===== config.mk =====
export PLATFORM = sky130hd
export DESIGN_NAME = uart_tx_arbiter
export DESIGN_NICKNAME = d
export VERILOG_FILES = /design/src/rtl/uart_tx_arbiter.sv
export SDC_FILE = /design/constraint.sdc
export NUM_CORES = 1
export LEC_CHECK = 0
export ABC_AREA = 1
export ABC_CLOCK_PERIOD_IN_PS = 1400
export CAP_MARGIN = 20
export CORE_UTILIZATION = 42
export CTS_BUF_LIST = sky130_fd_sc_hd__clkbuf_8
export DETAILED_ROUTE_END_ITERATION = 12
export GPL_TIMING_DRIVEN = 1
export PLACE_DENSITY = 0.86
export SKIP_CTS_REPAIR_TIMING = 1
export SYNTH_ARGS = -nofsm -noshare
export SYNTH_HDL_FRONTEND = slang
export SYNTH_SLANG_ARGS = --single-unit

===== constraint.sdc =====
create_clock -name clk -period 1.4 [get_ports clk]
set_input_delay 0.21 -clock clk [delete_from_list [all_inputs] [get_ports clk]]
set_output_delay 0.21 -clock clk [all_outputs]
set_load 0.005 [all_outputs]

===== src/rtl/uart_tx_arbiter.sv =====
// Round-robin arbiter sharing one UART transmitter between NUM_REQ byte-stream requesters.
// Grants are held per packet; an optional header byte (HDR_BASE + id) precedes each packet.
module uart_tx_arbiter #(
    parameter int unsigned NUM_REQ     = 4,
    parameter bit          HDR_EN      = 1'b1,
    parameter logic [7:0]  HDR_BASE    = 8'hF0,
    parameter int unsigned ACK_TIMEOUT = 4,
    localparam int unsigned IdW        = $clog2(NUM_REQ)
) (
    input  logic                 clk,
    input  logic                 rst_n,
    input  logic [NUM_REQ-1:0]   req_valid_i,
    input  logic [8*NUM_REQ-1:0] req_data_i,
    input  logic [NUM_REQ-1:0]   req_last_i,
    output logic [NUM_REQ-1:0]   req_ready_o,
    output logic                 tx_start_o,
    output logic [7:0]           tx_data_o,
    input  logic                 tx_busy_i,
    output logic                 grant_valid_o,
    output logic [IdW-1:0]       grant_id_o
);

    localparam logic [3:0] TimeoutLast = 4'(ACK_TIMEOUT - 1);

    typedef enum logic [2:0] {
        StIdle,
        StHdr,
        StData,
        StWaitAck,
        StWaitDone
    } state_e;

    state_e               state_q, state_d;
    logic                 grant_valid_q, grant_valid_d;
    logic [IdW-1:0]       grant_id_q, grant_id_d;
    logic [IdW-1:0]       rr_q, rr_d;
    logic                 last_q, last_d;
    logic [3:0]           cnt_q, cnt_d;
    logic                 tx_start_q, tx_start_d;
    logic [7:0]           tx_data_q, tx_data_d;
    logic [NUM_REQ-1:0]   req_ready_q, req_ready_d;

    logic [7:0]           req_bytes [NUM_REQ];
    logic                 pick_found;
    logic [IdW-1:0]       pick_id;
    logic [IdW-1:0]       scan_idx;

    for (genvar i = 0; i < NUM_REQ; i++) begin : g_bytes
        assign req_bytes[i] = req_data_i[8*i +: 8];
    end

    // Round-robin pick: first scan from rr_q upward, then wrap to the indices below it.
    always_comb begin
        pick_found = 1'b0;
        pick_id    = '0;
        scan_idx   = '0;
        for (int unsigned i = 0; i < NUM_REQ; i++) begin
            scan_idx = IdW'(i);
            if (!pick_found && scan_idx >= rr_q && req_valid_i[scan_idx]) begin
                pick_found = 1'b1;
                pick_id    = scan_idx;
            end
        end
        for (int unsigned i = 0; i < NUM_REQ; i++) begin
            scan_idx = IdW'(i);
            if (!pick_found && scan_idx < rr_q && req_valid_i[scan_idx]) begin
                pick_found = 1'b1;
                pick_id    = scan_idx;
            end
        end
    end

    always_comb begin
        state_d       = state_q;
        grant_valid_d = grant_valid_q;
        grant_id_d    = grant_id_q;
        rr_d          = rr_q;
        last_d        = last_q;
        cnt_d         = cnt_q;
        tx_start_d    = 1'b0;
        tx_data_d     = tx_data_q;
        req_ready_d   = '0;

        unique case (state_q)
            StIdle: begin
                if (pick_found) begin
                    grant_valid_d = 1'b1;
                    grant_id_d    = pick_id;
                    last_d        = 1'b0;
                    state_d       = HDR_EN ? StHdr : StData;
                end
            end
            StHdr: begin
                if (!tx_busy_i) begin
                    tx_start_d = 1'b1;
                    tx_data_d  = HDR_BASE + 8'(grant_id_q);
                    cnt_d      = '0;
                    state_d    = StWaitAck;
                end
            end
            StData: begin
                if (req_valid_i[grant_id_q] && !tx_busy_i) begin
                    tx_start_d              = 1'b1;
                    tx_data_d               = req_bytes[grant_id_q];
                    req_ready_d[grant_id_q] = 1'b1;
                    last_d                  = req_last_i[grant_id_q];
                    cnt_d                   = '0;
                    state_d                 = StWaitAck;
                end
            end
            StWaitAck: begin
                // A transmitter that never acknowledges must not stall the grant forever.
                if (tx_busy_i || cnt_q == TimeoutLast) begin
                    state_d = StWaitDone;
                end else begin
                    cnt_d = cnt_q + 4'd1;
                end
            end
            StWaitDone: begin
                if (!tx_busy_i) begin
                    if (last_q) begin
                        grant_valid_d = 1'b0;
                        rr_d          = (grant_id_q == IdW'(NUM_REQ - 1)) ? '0
                                                                          : grant_id_q + IdW'(1);
                        state_d       = StIdle;
                    end else begin
                        state_d = StData;
                    end
                end
            end
            default: state_d = StIdle;
        endcase
    end

    always_ff @(posedge clk or negedge rst_n) begin
        if (!rst_n) begin
            state_q       <= StIdle;
            grant_valid_q <= 1'b0;
            grant_id_q    <= '0;
            rr_q          <= '0;
            last_q        <= 1'b0;
            cnt_q         <= '0;
            tx_start_q    <= 1'b0;
            tx_data_q     <= '0;
            req_ready_q   <= '0;
        end else begin
            state_q       <= state_d;
            grant_valid_q <= grant_valid_d;
            grant_id_q    <= grant_id_d;
            rr_q          <= rr_d;
            last_q        <= last_d;
            cnt_q         <= cnt_d;
            tx_start_q    <= tx_start_d;
            tx_data_q     <= tx_data_d;
            req_ready_q   <= req_ready_d;
        end
    end

    assign req_ready_o   = req_ready_q;
    assign tx_start_o    = tx_start_q;
    assign tx_data_o     = tx_data_q;
    assign grant_valid_o = grant_valid_q;
    assign grant_id_o    = grant_id_q;

endmodule

==> out/metrics.csv <==
metric,value,unit
outcome,"complete, but fails checks",
failing checks,negative setup slack,
Unique masters post-synth,36,
Comb pwr share,66.6,%
Max Clk Rate,626,MHz
GRT Total Usage,22.3,%
CTS tree,yes,
Setup CP Type,reg2reg,
DR vias/cell,5.30,
largest net degree at the start of global routing,27,
Routed WL,5860,µm
Internal,3060,µW
nets@finish,366,
fill cell count,251,
cell at the slowest stage of the critical path,dfrtp_2,
period utilization,114,%
YS warnings,0,
Reg2Reg Depth,9,
Detailed Place HPWL,3350,µm
Cells after Synth,224,
main flop type after synthesis,dfrtp_1,
final core utilization,76.6,%
Die Span X,64.9,µm
Fin. Hold Viols,0,
register area share after synthesis,39.2,%
FP Rows,22,
layout cells sized above 1,28.7,%
Final Instance Area,2850,µm²
first-pass GRT wire length,7310,µm
Reg power frac,24.1,%
"top cells by count, synth","55 x nand2_1, 33 x nor2_1, 26 x dfrtp_1, 17 x inv_1, 17 x nand3_1",
"Critical Path, Cell by Cell",nand2_1 -> nand3_2 -> nand2_2 -> nand2_1 -> nand2_2 -> nand2_2 -> nor2_4 -> nand3_1 -> nand2_1,
async set-or-reset flop fraction in the synthesized netlist,100,%
# diodes,0,
fraction of power spent switching nets,44.9,%
I/O pin count,59,
Clock Skew,0.00519,ns
number of remaining DRC errors,0,
Core Footprint,3720,µm²
WL per Instance,16.1,µm
port bufs,58,
total gr overflow,0,
Worst-path clk slew,0.10,ns
syn nets,272,
clk sinks,26,
dpl cell area,2420,µm²
Yosys reg bits,26,
Max-Cap Viols,0,
CTS buffer count,3,
RSZ-0062 raised after global routing,yes,
Slew HR,76.6,%
WP data required,1.62,ns
Crit. End Element,flop,
final std cells w/o fill,365,
Synth Cell Area,1660,µm²
worst slew pin tran,0.352,ns
min Tclk post-route,1.60,ns
die height,64.9,µm
pwr dens,1950,nW/µm²
P&R area growth vs syn,71.5,%
Final Max Tran Viols,0,
top-area cell type share of the netlist area,39.2,%
CP Launch Type,flop,
Clock Power Share,9.4,%
"Clk Latency, worst-skew pair",0.28,ns
RePlAce Congestion,0.836,
final setup vio count,17,
PnR worst setup slack,-0.198,ns
total chip power,5560,µW
first-pass iteration count of the detailed router,4,
Via Count,1936,
maximum clock insertion buffer count,2,
critical path arrival,1.82,ns
CP max FO,6,
P_sw,2500,µW
Starting DRT DRC Count,91,
synthesized area per cell,7.41,µm²
Clock Tree Root,clkbuf_8,
post-route ant nets,0,
critical path's largest stage delay,0.48,ns
Post-synth EDFFs,0,
Leak,0.00134,µW
largest cells by area after synthesis,"dfrtp_1 39%, nand2_1 12%, nor2_1 7.5%",
Synth area leader,dfrtp_1,
worst hold slack,0.302,ns
CTS H-Tree Depth,1,
starting density of the core,44.7,%
top-count cell post-synth,nand2_1,
initial antenna violation count,0,
vias in the first global route,1624,
maximum VDD drop,1050,µV
Worst Hold Class,in2async,
Die Area,4210,µm²
Placed Cells,343,
==> stage by stage <==
stage          setup WS, ns  TNS (ns)
4_1_cts              -0.261     -1.04
3_3_place_gp         -0.204     -2.50
6_report             -0.198     -1.70
5_1_grt              -0.263     -2.73
2_1_floorplan        0.0170         0
3_5_place_dp         -0.258     -3.69
==> worst paths after layout <==
path,start,slack [ns],endpoint
worst max-delay path,grant_id_o[0],-0.20,state_q[0]
worst min-delay path,rst_n,0.30,tx_data_o[7]
worst max register to register,grant_id_o[0],-0.20,state_q[0]
worst min register to register,tx_data_o[1],0.51,tx_data_o[1]
max in group asynchronous,rst_n,0.82,rr_q[1]
min in group clk,req_valid_i[1],0.43,grant_id_o[0]
==> flip-flops by register name, indices dropped and copies added (netlist names) <==
name,cells
tx_data_o,8
cnt_q,4
req_ready_o,4
state_q,3
grant_id_o,2
rr_q,2
grant_valid_o,1
last_q,1
tx_start_o,1
==> cells in the final DEF, fill, tap and decap left out, types with 2 or more instances in the layout <==
| cell type | n |
|---|---|
| a31oi_1 | 4 |
| dlymetal6s2s_1 | 5 |
| nand2_1 | 47 |
| o21ai_0 | 7 |
| nor2_2 | 3 |
| nor3_4 | 2 |
| inv_8 | 2 |
| clkdlybuf4s50_1 | 53 |
| nand3_1 | 13 |
| nand3_2 | 4 |
| buf_6 | 5 |
| nor2_4 | 6 |
| inv_4 | 2 |
| nand2_2 | 10 |
| a21oi_1 | 10 |
| o21ai_1 | 8 |
| inv_1 | 13 |
| clkbuf_8 | 4 |
| nor2_1 | 31 |
| buf_4 | 29 |
| nand2_8 | 3 |
| ha_1 | 5 |
| inv_2 | 5 |
| dfrtp_2 | 6 |
| buf_12 | 2 |
| dfrtp_1 | 20 |
==> layout make-up <==
class                      count  area (µm²)  share of cell area, %
sequential                    26         658                   23.1
multi-input combinational    170        1040                   36.5
tap                           48        60.1                   2.11
inverter                      22         103                   3.60
timing repair buffer          95         932                   32.7
clock buffer                   4        55.1                   1.93
==> routing by layer <==
metal / wire length [µm] / GRT usage [%] / vias to the layer above
met4: 134 / 7.22 / 0
met5: 0 / 0 / -
met3: 349 / 3.17 / 16
met1: 2290 / 29.4 / 917
li1: - / - / 915
met2: 3090 / 37.2 / 88
==> logic make-up (layout without fill, tap and decap cells) <==
kind of cell	count (synthesis)	count (layout)	synth area share, %
xor+xnor	2	2	1.06
compound gates	39	39	13.6
flops	26	26	39.2
buf+inv	28	121	8.44
fa+ha+maj	5	5	3.77
simple gates	123	123	33.3
mux	1	1	0.603
==> critical path, delay by kind of cell (launching register included) <==
| kind | cells | cell delay [ns] |
|---|---|---|
| AND/OR/NAND/NOR | 9 | 1.04 |
| flip-flops | 1 | 0.48 |
==> power by group through the flow <==
stage                     sequential, µW  combinational, µW  clock [µW]
after floorplan                     1290               1540           0
after global placement              1280               2550           0
after detailed placement            1290               2630           0
after CTS                           1280               2650         496
after global routing                1360               3980         551
final                               1340               3700         521
Power figures use the tool's default switching activity.
